## config.mk

```make
export PLATFORM = sky130hd
export DESIGN_NAME = slv_mem_flat
export DESIGN_NICKNAME = d
export VERILOG_FILES = /design/src/rtl/slv_mem_pkg.sv /design/src/rtl/simple_if.sv /design/src/rtl/vld_dly_line.sv /design/src/rtl/slv_mem.sv /design/src/flat_wrapper.sv
export SDC_FILE = /design/constraint.sdc
export NUM_CORES = 1
export LEC_CHECK = 0
export CAP_MARGIN = 20
export CORE_MARGIN = 2
export CORE_UTILIZATION = 60
export CTS_BUF_LIST = sky130_fd_sc_hd__clkbuf_8
export DETAILED_ROUTE_END_ITERATION = 8
export GPL_TIMING_DRIVEN = 1
export MAX_ROUTING_LAYER = met4
export PLACE_DENSITY = 0.92
export SETUP_SLACK_MARGIN = 0.2
export SLEW_MARGIN = 20
export SYNTH_ARGS = -nofsm -noshare
export SYNTH_HDL_FRONTEND = slang
export SYNTH_SLANG_ARGS = --single-unit
```

## constraint.sdc

```tcl
create_clock -name i_clk -period 5.1 [get_ports i_clk]
set_input_delay 0.765 -clock i_clk [delete_from_list [all_inputs] [get_ports i_clk]]
set_output_delay 0.765 -clock i_clk [all_outputs]
set_load 0.02 [all_outputs]
```

## src/rtl/slv_mem_pkg.sv

```systemverilog
// Shared constants and helpers for the slv_mem register-file slave.
// Holds the legal read-latency range and a check used at elaboration.
package slv_mem_pkg;

    localparam int MIN_RD_LATENCY = 1;
    localparam int MAX_RD_LATENCY = 4;

    function automatic bit rd_latency_ok(int lat);
        return (lat >= MIN_RD_LATENCY) && (lat <= MAX_RD_LATENCY);
    endfunction

endpackage

```

## src/rtl/simple_if.sv

```systemverilog
// Simple single-master bus: address, read/write strobes, write data
// from the master; read data returned by the slave.
interface simple_if #(
    parameter int ADDR_BIT_WIDTH = 2,
    parameter int DATA_BIT_WIDTH = 8
);
    logic [ADDR_BIT_WIDTH-1:0] addr;
    logic                      rd_req;
    logic                      wr_req;
    logic [DATA_BIT_WIDTH-1:0] wr_data;
    logic [DATA_BIT_WIDTH-1:0] rd_data;

    modport mst_port (
        output addr, rd_req, wr_req, wr_data,
        input  rd_data
    );

    modport slv_port (
        input  addr, rd_req, wr_req, wr_data,
        output rd_data
    );
endinterface

```

## src/rtl/vld_dly_line.sv

```systemverilog
// Valid/data shift-register delay line of DELAY stages (0 = wire).
// Ports: i_clk, i_sync_rst, i_vld/i_data in; o_vld/o_data out.
module vld_dly_line #(
    parameter int DELAY          = 0,
    parameter int DATA_BIT_WIDTH = 8
) (
    input  logic                      i_clk,
    input  logic                      i_sync_rst,
    input  logic                      i_vld,
    input  logic [DATA_BIT_WIDTH-1:0] i_data,
    output logic                      o_vld,
    output logic [DATA_BIT_WIDTH-1:0] o_data
);

    if (DELAY == 0) begin : g_pass
        logic unused_ok;
        assign unused_ok = ^{i_clk, i_sync_rst};
        assign o_vld     = i_vld;
        assign o_data    = i_data;
    end else begin : g_pipe
        logic [DELAY-1:0]          vld_q;
        logic [DELAY:0]            vld_nx;
        logic [DATA_BIT_WIDTH-1:0] data_q [DELAY];

        assign vld_nx = {vld_q, i_vld};

        // Only valid bits are flushed; data is qualified by them.
        always_ff @(posedge i_clk) begin
            if (i_sync_rst) begin
                vld_q <= '0;
            end else begin
                vld_q <= vld_nx[DELAY-1:0];
            end
        end

        always_ff @(posedge i_clk) begin
            data_q[0] <= i_data;
            for (int i = 1; i < DELAY; i++) begin
                data_q[i] <= data_q[i-1];
            end
        end

        assign o_vld  = vld_q[DELAY-1];
        assign o_data = data_q[DELAY-1];
    end

endmodule

```

## src/rtl/slv_mem.sv

```systemverilog
// Register-file slave memory with pipelined read return.
// Ports: i_clk, i_sync_rst, if_bus (slave side), o_rd_vld,
//        o_wr_cnt/o_rd_cnt saturating counters, o_err sticky error.
module slv_mem
    import slv_mem_pkg::*;
#(
    parameter int ADDR_BIT_WIDTH = 2,
    parameter int DATA_BIT_WIDTH = 8,
    parameter int RD_LATENCY     = 1,
    parameter int CNT_BIT_WIDTH  = 16
) (
    input  logic                     i_clk,
    input  logic                     i_sync_rst,
    simple_if.slv_port               if_bus,
    output logic                     o_rd_vld,
    output logic [CNT_BIT_WIDTH-1:0] o_wr_cnt,
    output logic [CNT_BIT_WIDTH-1:0] o_rd_cnt,
    output logic                     o_err
);

    if (!rd_latency_ok(RD_LATENCY)) begin : g_bad_latency
        $fatal(1, "slv_mem: RD_LATENCY out of range 1..4");
    end

    typedef struct packed {
        logic                      vld;
        logic [DATA_BIT_WIDTH-1:0] data;
    } rd_pipe_entry_t;

    localparam int DEPTH = 2 ** ADDR_BIT_WIDTH;

    logic [DATA_BIT_WIDTH-1:0] mem [DEPTH];
    rd_pipe_entry_t            smp_q;
    logic                      dly_vld;
    logic [DATA_BIT_WIDTH-1:0] dly_data;
    logic [DATA_BIT_WIDTH-1:0] hold_q;
    logic                      wr_acc;
    logic                      rd_acc;
    logic                      collide;

    // A simultaneous read is dropped so the write always wins.
    always_comb begin
        wr_acc  = if_bus.wr_req;
        collide = if_bus.rd_req & if_bus.wr_req;
        rd_acc  = if_bus.rd_req & ~if_bus.wr_req;
    end

    always_ff @(posedge i_clk) begin
        if (i_sync_rst) begin
            for (int i = 0; i < DEPTH; i++) begin
                mem[i] <= '0;
            end
        end else if (wr_acc) begin
            mem[if_bus.addr] <= if_bus.wr_data;
        end
    end

    // Sampling register: first stage of the read pipeline.
    always_ff @(posedge i_clk) begin
        if (i_sync_rst) begin
            smp_q <= '0;
        end else begin
            smp_q.vld <= rd_acc;
            if (rd_acc) begin
                smp_q.data <= mem[if_bus.addr];
            end
        end
    end

    vld_dly_line #(
        .DELAY          (RD_LATENCY - 1),
        .DATA_BIT_WIDTH (DATA_BIT_WIDTH)
    ) u_dly (
        .i_clk      (i_clk),
        .i_sync_rst (i_sync_rst),
        .i_vld      (smp_q.vld),
        .i_data     (smp_q.data),
        .o_vld      (dly_vld),
        .o_data     (dly_data)
    );

    // Remembers the last returned word so rd_data is stable between
    // results without adding a cycle to the read path.
    always_ff @(posedge i_clk) begin
        if (i_sync_rst) begin
            hold_q <= '0;
        end else if (dly_vld) begin
            hold_q <= dly_data;
        end
    end

    assign if_bus.rd_data = dly_vld ? dly_data : hold_q;
    assign o_rd_vld       = dly_vld;

    always_ff @(posedge i_clk) begin
        if (i_sync_rst) begin
            o_wr_cnt <= '0;
            o_rd_cnt <= '0;
            o_err    <= 1'b0;
        end else begin
            if (wr_acc && (o_wr_cnt != '1)) begin
                o_wr_cnt <= o_wr_cnt + CNT_BIT_WIDTH'(1);
            end
            if (rd_acc && (o_rd_cnt != '1)) begin
                o_rd_cnt <= o_rd_cnt + CNT_BIT_WIDTH'(1);
            end
            if (collide) begin
                o_err <= 1'b1;
            end
        end
    end

endmodule

```

## src/flat_wrapper.sv

```systemverilog
// flat-port wrapper written by rule: the top's interface ports become plain ports
module slv_mem_flat import slv_mem_pkg::*;
#(
    parameter int ADDR_BIT_WIDTH = 2,
    parameter int DATA_BIT_WIDTH = 8,
    parameter int RD_LATENCY     = 1,
    parameter int CNT_BIT_WIDTH  = 16
)
  (i_clk, i_sync_rst, o_rd_vld, o_wr_cnt, o_rd_cnt, o_err, if_bus_addr, if_bus_rd_req, if_bus_wr_req, if_bus_wr_data, if_bus_rd_data);
  simple_if #(.ADDR_BIT_WIDTH(ADDR_BIT_WIDTH), .DATA_BIT_WIDTH(DATA_BIT_WIDTH)) if_bus_i ();
  input  logic i_clk;
  input  logic i_sync_rst;
  output logic o_rd_vld;
  output logic [CNT_BIT_WIDTH-1:0] o_wr_cnt;
  output logic [CNT_BIT_WIDTH-1:0] o_rd_cnt;
  output logic o_err;
  input wire logic [$bits(if_bus_i.addr)-1:0] if_bus_addr;
  input wire logic [$bits(if_bus_i.rd_req)-1:0] if_bus_rd_req;
  input wire logic [$bits(if_bus_i.wr_req)-1:0] if_bus_wr_req;
  input wire logic [$bits(if_bus_i.wr_data)-1:0] if_bus_wr_data;
  output wire logic [$bits(if_bus_i.rd_data)-1:0] if_bus_rd_data;
  assign if_bus_i.addr = if_bus_addr;
  assign if_bus_i.rd_req = if_bus_rd_req;
  assign if_bus_i.wr_req = if_bus_wr_req;
  assign if_bus_i.wr_data = if_bus_wr_data;
  assign if_bus_rd_data = if_bus_i.rd_data;
  slv_mem #(.ADDR_BIT_WIDTH(ADDR_BIT_WIDTH), .DATA_BIT_WIDTH(DATA_BIT_WIDTH), .RD_LATENCY(RD_LATENCY), .CNT_BIT_WIDTH(CNT_BIT_WIDTH)) u_core (.i_clk(i_clk), .i_sync_rst(i_sync_rst), .if_bus(if_bus_i), .o_rd_vld(o_rd_vld), .o_wr_cnt(o_wr_cnt), .o_rd_cnt(o_rd_cnt), .o_err(o_err));
endmodule
```

### Word level (Yosys, flattened, before mapping)

Memories as Yosys holds them, arrays and structs flattened. A register that Yosys moved wholly into a read port is not among the register bits.
Index checks and enable logic that the tools add are counted.

* bitwise operators: 3
* reductions and logical operators: 3
* add/sub/neg operators: 2
* multiplexer cells: 9
* equality and inequality tests: 2

Operators with widths (number)
* adder 16 x 1 -> 16 bit, second input constant: 2
* != test 16 bit, second input constant: 2
* 2-to-1 mux 8 bit: 2
* OR reduction 8 bit: 1
* 2-to-1 mux 1 bit: 6
* AND 1 bit: 2
* logical AND 1 bit: 2
* 2-to-1 mux 2 bit: 1
* inverter 1 bit: 1

* word-level logic and storage cells: 25
* memories kept: 1
* RAM bits: 32
* output and inout port bits: 42
* bits of input ports: 14
* register bits after elaboration: 42

Memory list
* u_core.mem: words 4, bits a word 8, read ports 1, clocked after Yosys merged registers in 1, wr ports 4, line slv_mem.sv:32 `logic [DATA_BIT_WIDTH-1:0] mem [DEPTH];`

### Longest topological paths before layout

Gate-level depths: netlist of the first run.

* word-level depth: 5
* mapped depth: 7
* mapped depth without buffers: 6

### Modules after synthesis

Synthesis of the first run repeated with hierarchy kept, for this count alone.

* cell total of the unflattened synthesis: 366
* area, all modules: 3870.0 µm²

By module, submodules not included
* slv_mem: sequential area each 1961.9 µm², area each 3802.4 µm², instances 1, cells each 357
* vld_dly_line: sequential area each 0.0 µm², area each 67.6 µm², instances 1, cells each 9

### Least setup slack after synthesis of the first run

Ideal clock, no wire load.

* path type: input-to-reg
* start point: in if_bus_addr[0]
* end point: mem u_core.mem[1][0], enable pin
* stages: 3
* data arrival time: 1.708 ns
* buffers on the path: 1
* slack: 3.082 ns
* data required time: 4.790 ns
* library setup time: 0.310 ns
* cell sequence: buf_2 -> nor3b_1 -> or2_2

RTL lines
* start, declared: line flat_wrapper.sv:17 `input wire logic [$bits(if_bus_i.addr)-1:0] if_bus_addr;`
* end, declared: line slv_mem.sv:32

### Final worst setup path of the first run

* start point: reg u_core.smp_q[8] in the netlist's numbering
* end point: out if_bus_rd_data[1]

* longest elaborated chain between the ends: 1

Ends and longest elaborated chain
* start, declared: line slv_mem.sv:33 `rd_pipe_entry_t smp_q;`
* 2-to-1 mux 8 bit: line slv_mem.sv:92 `assign if_bus.rd_data = dly_vld ? dly_data : hold_q;`
* end, declared: line flat_wrapper.sv:21 `output wire logic [$bits(if_bus_i.rd_data)-1:0] if_bus_rd_data;`

No other way between the ends.

==> impl_metrics.csv, run 1 <==
group,metric,value,unit
yosys,synth.yosys.warnings,0,
final_layout,nFillCells,390,
timing,finalWorstSetupSlack,2.430,ns
timing,setup_violations,0,
die,die_area,0.006653,mm^2
cts,clk-insertion-delay-late,0.35,ns
yosys,synthTopCellsByCount,"50 x dfxtp_1, 32 x and2_1, 32 x edfxtp_1, 32 x nor2_1, 23 x nand2_1",
drt,drtPass1Iterations,7,
setup_path,path_max_fanout,9,
yosys,async_reset_ff_frac,0,
setup_path,critPathSlowestCell,"dfxtp_1",
setup_path,end_kind,"output port",
yosys,syn-num-nets,341,
global_route,first_global_vias,2397,
setup_path,path_cells,"mux2_2, clkdlybuf4s50_1",
cts,cts_sinks,82,
power,power,1.215,mW
drt,first_iter_violations,150,
cts,clk_path_buf_depth,2,
timing,worst_pin_slew,0.7213,ns
yosys,synth-main-ff-cell,"dfxtp_1",
yosys,ys_seq_elements,82,
timing,max_freq,374.5,MHz
drt,ant_nets,0,
die,start_util,0.6170,
cts,htree_num_levels,3,
yosys,synth_area,0.003610,mm^2
final_layout,n_antenna_cell,0,
setup_path,cp.required,4.34,ns
cts,clockRootBuffer,"clkbuf_8",
yosys,yosysUniqueCellTypes,45,
global_route,grt-ovfl-total,0,
cts,ctsHoldBuffers,0,
setup_path,crit_arrival,1.90,ns
setup_path,cpPeakStageDelay,0.59,ns
cts,cts_setup_buffers,0,
cts,post_cts_resized,0,
cts,cts_tree,"built",
die,die_w,81.57,um
cts,cts_buffers,9,
die,ioPinCount,56,
power,ir_drop,226.5,uV
timing,slew_headroom,0.5181,
power,power_leakage,1.546,nW
die,rows,28,
timing,drv_slew,0,
power,p_per_area,278.1,mW/mm^2
yosys,syn_inst,325,
global_route,antenna_found_initial,0,
timing,rsz0062_at_grt,"no",
setup_path,crit_buf_inv,1,
placement,dp_hpwl,4.963,mm
placement,pre_cts_slack,2.164,ns
yosys,synth.area.top_cells,"dfxtp_1 28%, edfxtp_1 27%, and2_1 5.5%, mux4_2 5.0%, xnor2_1 3.9%",
placement,io_buffers,55,
run,max_cap_viol_count,0,
timing,final.period_utilization,0.5235,
yosys,synth.most_common_cell,"dfxtp_1",
hold_path,hp-class,"reg -> reg",
yosys,ys_seq_area_frac,0.5435,
setup_path,crit_family,"flip-flops",
drt,drt-vias-per-instance,5.684,
yosys,synth_top_area_cell,"dfxtp_1",
final_layout,drive_above_1_share,0.1172,
cts,clk_pin_slew,0.08,ns
timing,fin_setup_tns,0,ns
yosys,synth_edf_count,32,
placement,gp_congestion,0.8535,
timing,min_period,2.670,ns
global_route,grt_start_max_net_pins,58,
drt,routedWlPerCell,14.95,um
setup_path,crit_path_start_kind,"register",
global_route,grt_use_total,0.2302,
global_route,grt_pass1_wl,11.23,mm
final_layout,syn_to_final_growth,21.07,%
drt,drc,0,
die,core,0.005851,mm^2
timing,hold_viol_final,0,
setup_path,critical_path_class,"reg -> out",
timing,skew,0.01159,ns
drt,vias,2609,
final_layout,finalNetCount,395,
yosys,synth_top_area_share,0.2773,
die,die_h,81.57,um
yosys,syn_area_per_cell,11.11,um^2
timing,holdWs,0.4735,ns
drt,wl,6.862,mm
status,status,"finished clean",
[area by class of cell]
class                   count  area (um^2)  share of cell area
flip-flops and latches     82         1962              0.4489
multi-input cells         228         1585              0.3627
repair buffers             56        553.0              0.1265
clock buffers               9        123.9             0.02834
well taps                  75        93.84             0.02147
clock inverters             7        45.04             0.01031
inverters                   2        7.507            0.001718
[routing by layer]
layer | track usage | up-vias | routed length (um)
li1 | - | 1264 | -
met1 | 0.2990 | 1272 | 2982
met2 | 0.3648 | 63 | 3491
met3 | 0.03297 | 10 | 290
met4 | 0.09661 | 0 | 97
met5 | - | - | 0
[per-stage QoR]
step,utilization,instance area [um^2],std cells
after floorplan,-,3610,325
after global placement,0.7181,4202,443
after detailed placement,0.7181,4202,443
after CTS,0.7470,4370,459
after global routing,0.7470,4370,459
final,0.7470,4370,459
[path summary, 6_finish.rpt]
check | start | end | slack, ns | cells past startpoint
worst max-delay path | u_core.smp_q[8] | if_bus_rd_data[1] | 2.43 | 2
worst min-delay path | u_core.smp_q[6] | u_core.smp_q[6] | 0.47 | 2
worst max register to register | u_core.o_rd_cnt[0] | u_core.o_rd_cnt[7] | 3.24 | 6
worst min register to register | u_core.smp_q[6] | u_core.smp_q[6] | 0.47 | 2
[flip-flops by register name, summed over array words and instances (netlist names)]
name	flops
u_core.hold_q	8
u_core.o_err	1
u_core.o_rd_cnt	16
u_core.smp_q	9
u_core.mem	32
u_core.o_wr_cnt	16
[where the power goes]
part / total (mW) / leakage, nW / internal (mW) / switching (mW)
registers: 0.721 / 0.716 / 0.707 / 0.0133
logic: 0.0869 / 0.744 / 0.0426 / 0.0443
clock network: 0.408 / 0.0861 / 0.175 / 0.233
total: 1.22 / 1.55 / 0.925 / 0.290
[worst reg2reg max path: stages, from the launching register on]
cell	delay, ns
dfxtp_1	0.41
ha_1	0.23
nand4_2	0.22
nor4_4	0.49
nand4b_1	0.18
xor2_1	0.15
nor2_1	0.05
[logic make-up (layout without fill, tap and decap cells)]
family / count (synthesis) / count (layout) / synth area share
AOI/OAI and AO/OA: 32 / 32 / 0.05616
xor gates and xnor gates: 22 / 22 / 0.05338
adders and majority gates: 2 / 2 / 0.006931
buffers and inverters: 15 / 74 / 0.01733
DFF: 82 / 82 / 0.5435
muxes: 18 / 18 / 0.08076
and+or+nand+nor: 154 / 154 / 0.2419
[cell usage in the layout, fill, tap and decap left out, types with 5 or more instances in the layout]
master           synthesis  routed
nand2_1                 23      23
nand4_1                  8       8
nor2_1                  32      32
mux4_2                   8       8
clkdlybuf4s50_1          0      54
xnor2_1                 16      16
dfxtp_1                 50      50
mux2_2                   9       9
nand3_1                  8       8
clkbuf_8                 0       9
edfxtp_1                32      32
nor3_1                   8       8
a21oi_1                 16      16
and2_1                  32      32
nor2b_1                 13      13
and3_1                   6       6
xor2_1                   6       6
a211oi_1                 5       5
Note: power is estimated with default switching activity, not from simulation.
==> inputs of run 2 (changes only) <==
Settings changed: CORE_UTILIZATION 60 to 50, PLACE_DENSITY 0.92 to 0.82.
Clock period 5.1 ns to 2.18 ns, I/O delays scaled along.
==> impl_metrics.csv, run 2 (synthesized netlist as in run 1, its figures left out) <==
group,metric,value,unit
setup_path,path_max_fanout,9,
final_layout,fin_util,0.6496,
setup_path,crit_path_start_kind,"register",
final_layout,n_antenna_cell,0,
drt,first_iter_violations,105,
setup_path,path_cells,"mux2_2, dlygate4sd2_1",
setup_path,crit_arrival,1.47,ns
die,ioPinCount,56,
final_layout,drive_above_1_share,0.1494,
global_route,grt_use_total,0.1975,
power,switchingPower,686.7,uW
setup_path,critical_path_class,"reg -> out",
timing,rsz0062_at_grt,"no",
die,rows,30,
placement,gp_congestion,0.9024,
power,power,2.857,mW
drt,drc,0,
die,die_area,0.007915,mm^2
final_layout,final_cell_mix,"49 x dfxtp_1, 46 x clkdlybuf4s50_1, 32 x and2_1, 32 x nor2_1, 32 x edfxtp_1",
power,p_comb_frac,0.076,
timing,fin_setup_tns,0,ns
timing,skew,0.008207,ns
cts,cts_sinks,82,
cts,clockRootBuffer,"clkbuf_8",
hold_path,hp-class,"in -> reg",
drt,ant_nets,0,
global_route,grt_pass1_wl,11.41,mm
final_layout,reg_top3,"u_core.mem: 32 flops, u_core.o_rd_cnt: 16 flops, u_core.o_wr_cnt: 16 flops",
final_layout,layout_commonest_cell,"dfxtp_1",
timing,final.period_utilization,0.8246,
drt,wl,7.024,mm
cts,cts_buffers,9,
power,intPower,2.171,mW
timing,min_period,1.798,ns
power,p_seq_frac,0.588,
power,p_per_area,636.8,mW/mm^2
power,swShare,0.2403,
power,ir_drop,458.7,uV
power,p_clk_frac,0.336,
placement,io_buffers,55,
cts,clk_pin_slew,0.08,ns
cts,htree_num_levels,3,
global_route,grt_start_max_net_pins,45,
die,start_util,0.5226,
timing,holdWs,0.3085,ns
final_layout,top_register,"u_core.mem",
setup_path,cpPeakStageDelay,0.43,ns
setup_path,cp.required,1.85,ns
drt,vias,2586,
timing,setup_violations,0,
cts,clk_path_buf_depth,2,
cts,clk-insertion-delay-late,0.35,ns
run,max_cap_viol_count,0,
placement,dp_hpwl,4.952,mm
timing,slew_headroom,0.6885,
drt,drtPass1Iterations,4,
global_route,antenna_found_initial,0,
die,die_w,88.97,um
cts,cts_tree,"built",
power,power_leakage,1.638,nW
global_route,grt-ovfl-total,0,
cts,ctsHoldBuffers,0,
die,die_h,88.97,um
timing,max_freq,556.3,MHz
final_layout,finalNetCount,406,
timing,drv_slew,0,
drt,drt-vias-per-instance,5.267,
setup_path,end_kind,"output port",
final_layout,syn_to_final_growth,24.30,%
global_route,first_global_vias,2440,
final_layout,largest_reg_flops,32,
timing,hold_viol_final,0,
timing,worst_pin_slew,0.4673,ns
status,status,"finished clean",
die,core,0.006907,mm^2
setup_path,critPathSlowestCell,"dfxtp_4",
drt,routedWlPerCell,14.31,um
==> run 2: path summary, 6_finish.rpt <==
| kind | start | end | slack [ns] | depth (start not counted) |
|---|---|---|---|---|
| max | u_core.smp_q[8] | if_bus_rd_data[2] | 0.38 | 2 |
| max reg2reg | u_core.o_rd_cnt[0] | u_core.o_rd_cnt[11] | 0.40 | 5 |
| min reg2reg | u_core.smp_q[0] | u_core.smp_q[0] | 0.45 | 2 |
| min | i_sync_rst | u_core.o_wr_cnt[1] | 0.31 | 2 |
==> run 2: layout make-up <==
type                       count  area (um^2)
clock buffer                   9        123.9
clock inverter                 7        46.29
fill                         551         2420
inverter                       2        7.507
multi-input combinational    228         1585
sequential                    82         1966
tap                           96        120.1
timing repair buffer          67        638.1
==> run 2: worst max-delay path: cells and delay by family, from the launching register on <==
family / cells / cell delay (ns)
flip-flops: 1 / 0.43
multiplexers: 1 / 0.36
buffers and inverters: 1 / 0.34
==> run 2: repair_timing <==
| item | in CTS | in global routing |
|---|---|---|
| cloned | 0 | 0 |
| setup buffers | 0 | 1 |
| pin swaps | 0 | 1 |
| resized for setup | 10 | 0 |
| endpoints found under the setup margin | 8 | 7 |
==> run 2: per-layer routing <==
layer	vias up	wire, um	track usage
li1	1287	-	-
met4	0	121	0.06242
met3	11	243	0.05540
met2	56	3560	0.3250
met1	1232	3099	0.2374
met5	-	0	-
==> run 2: power groups by stage <==
| stage | logic (mW) | clock network [mW] | registers (mW) |
|---|---|---|---|
| 3_5_place_dp | 0.223 | 0 | 1.72 |
| 3_3_place_gp | 0.218 | 0 | 1.71 |
| 4_1_cts | 0.221 | 0.977 | 1.68 |
| 2_1_floorplan | 0.126 | 0 | 1.72 |
| 6_report | 0.218 | 0.960 | 1.68 |
| 5_1_grt | 0.237 | 1.05 | 1.69 |
==> run 2: per-stage QoR <==
step | worst slack [ns] | area (um^2) | instances
after floorplan | 0.3646 | 3610 | 325
after global placement | 0.1847 | 4315 | 474
after detailed placement | 0.09434 | 4315 | 474
after CTS | 0.2850 | 4479 | 490
after global routing | 0.2905 | 4487 | 491
final | 0.3823 | 4487 | 491
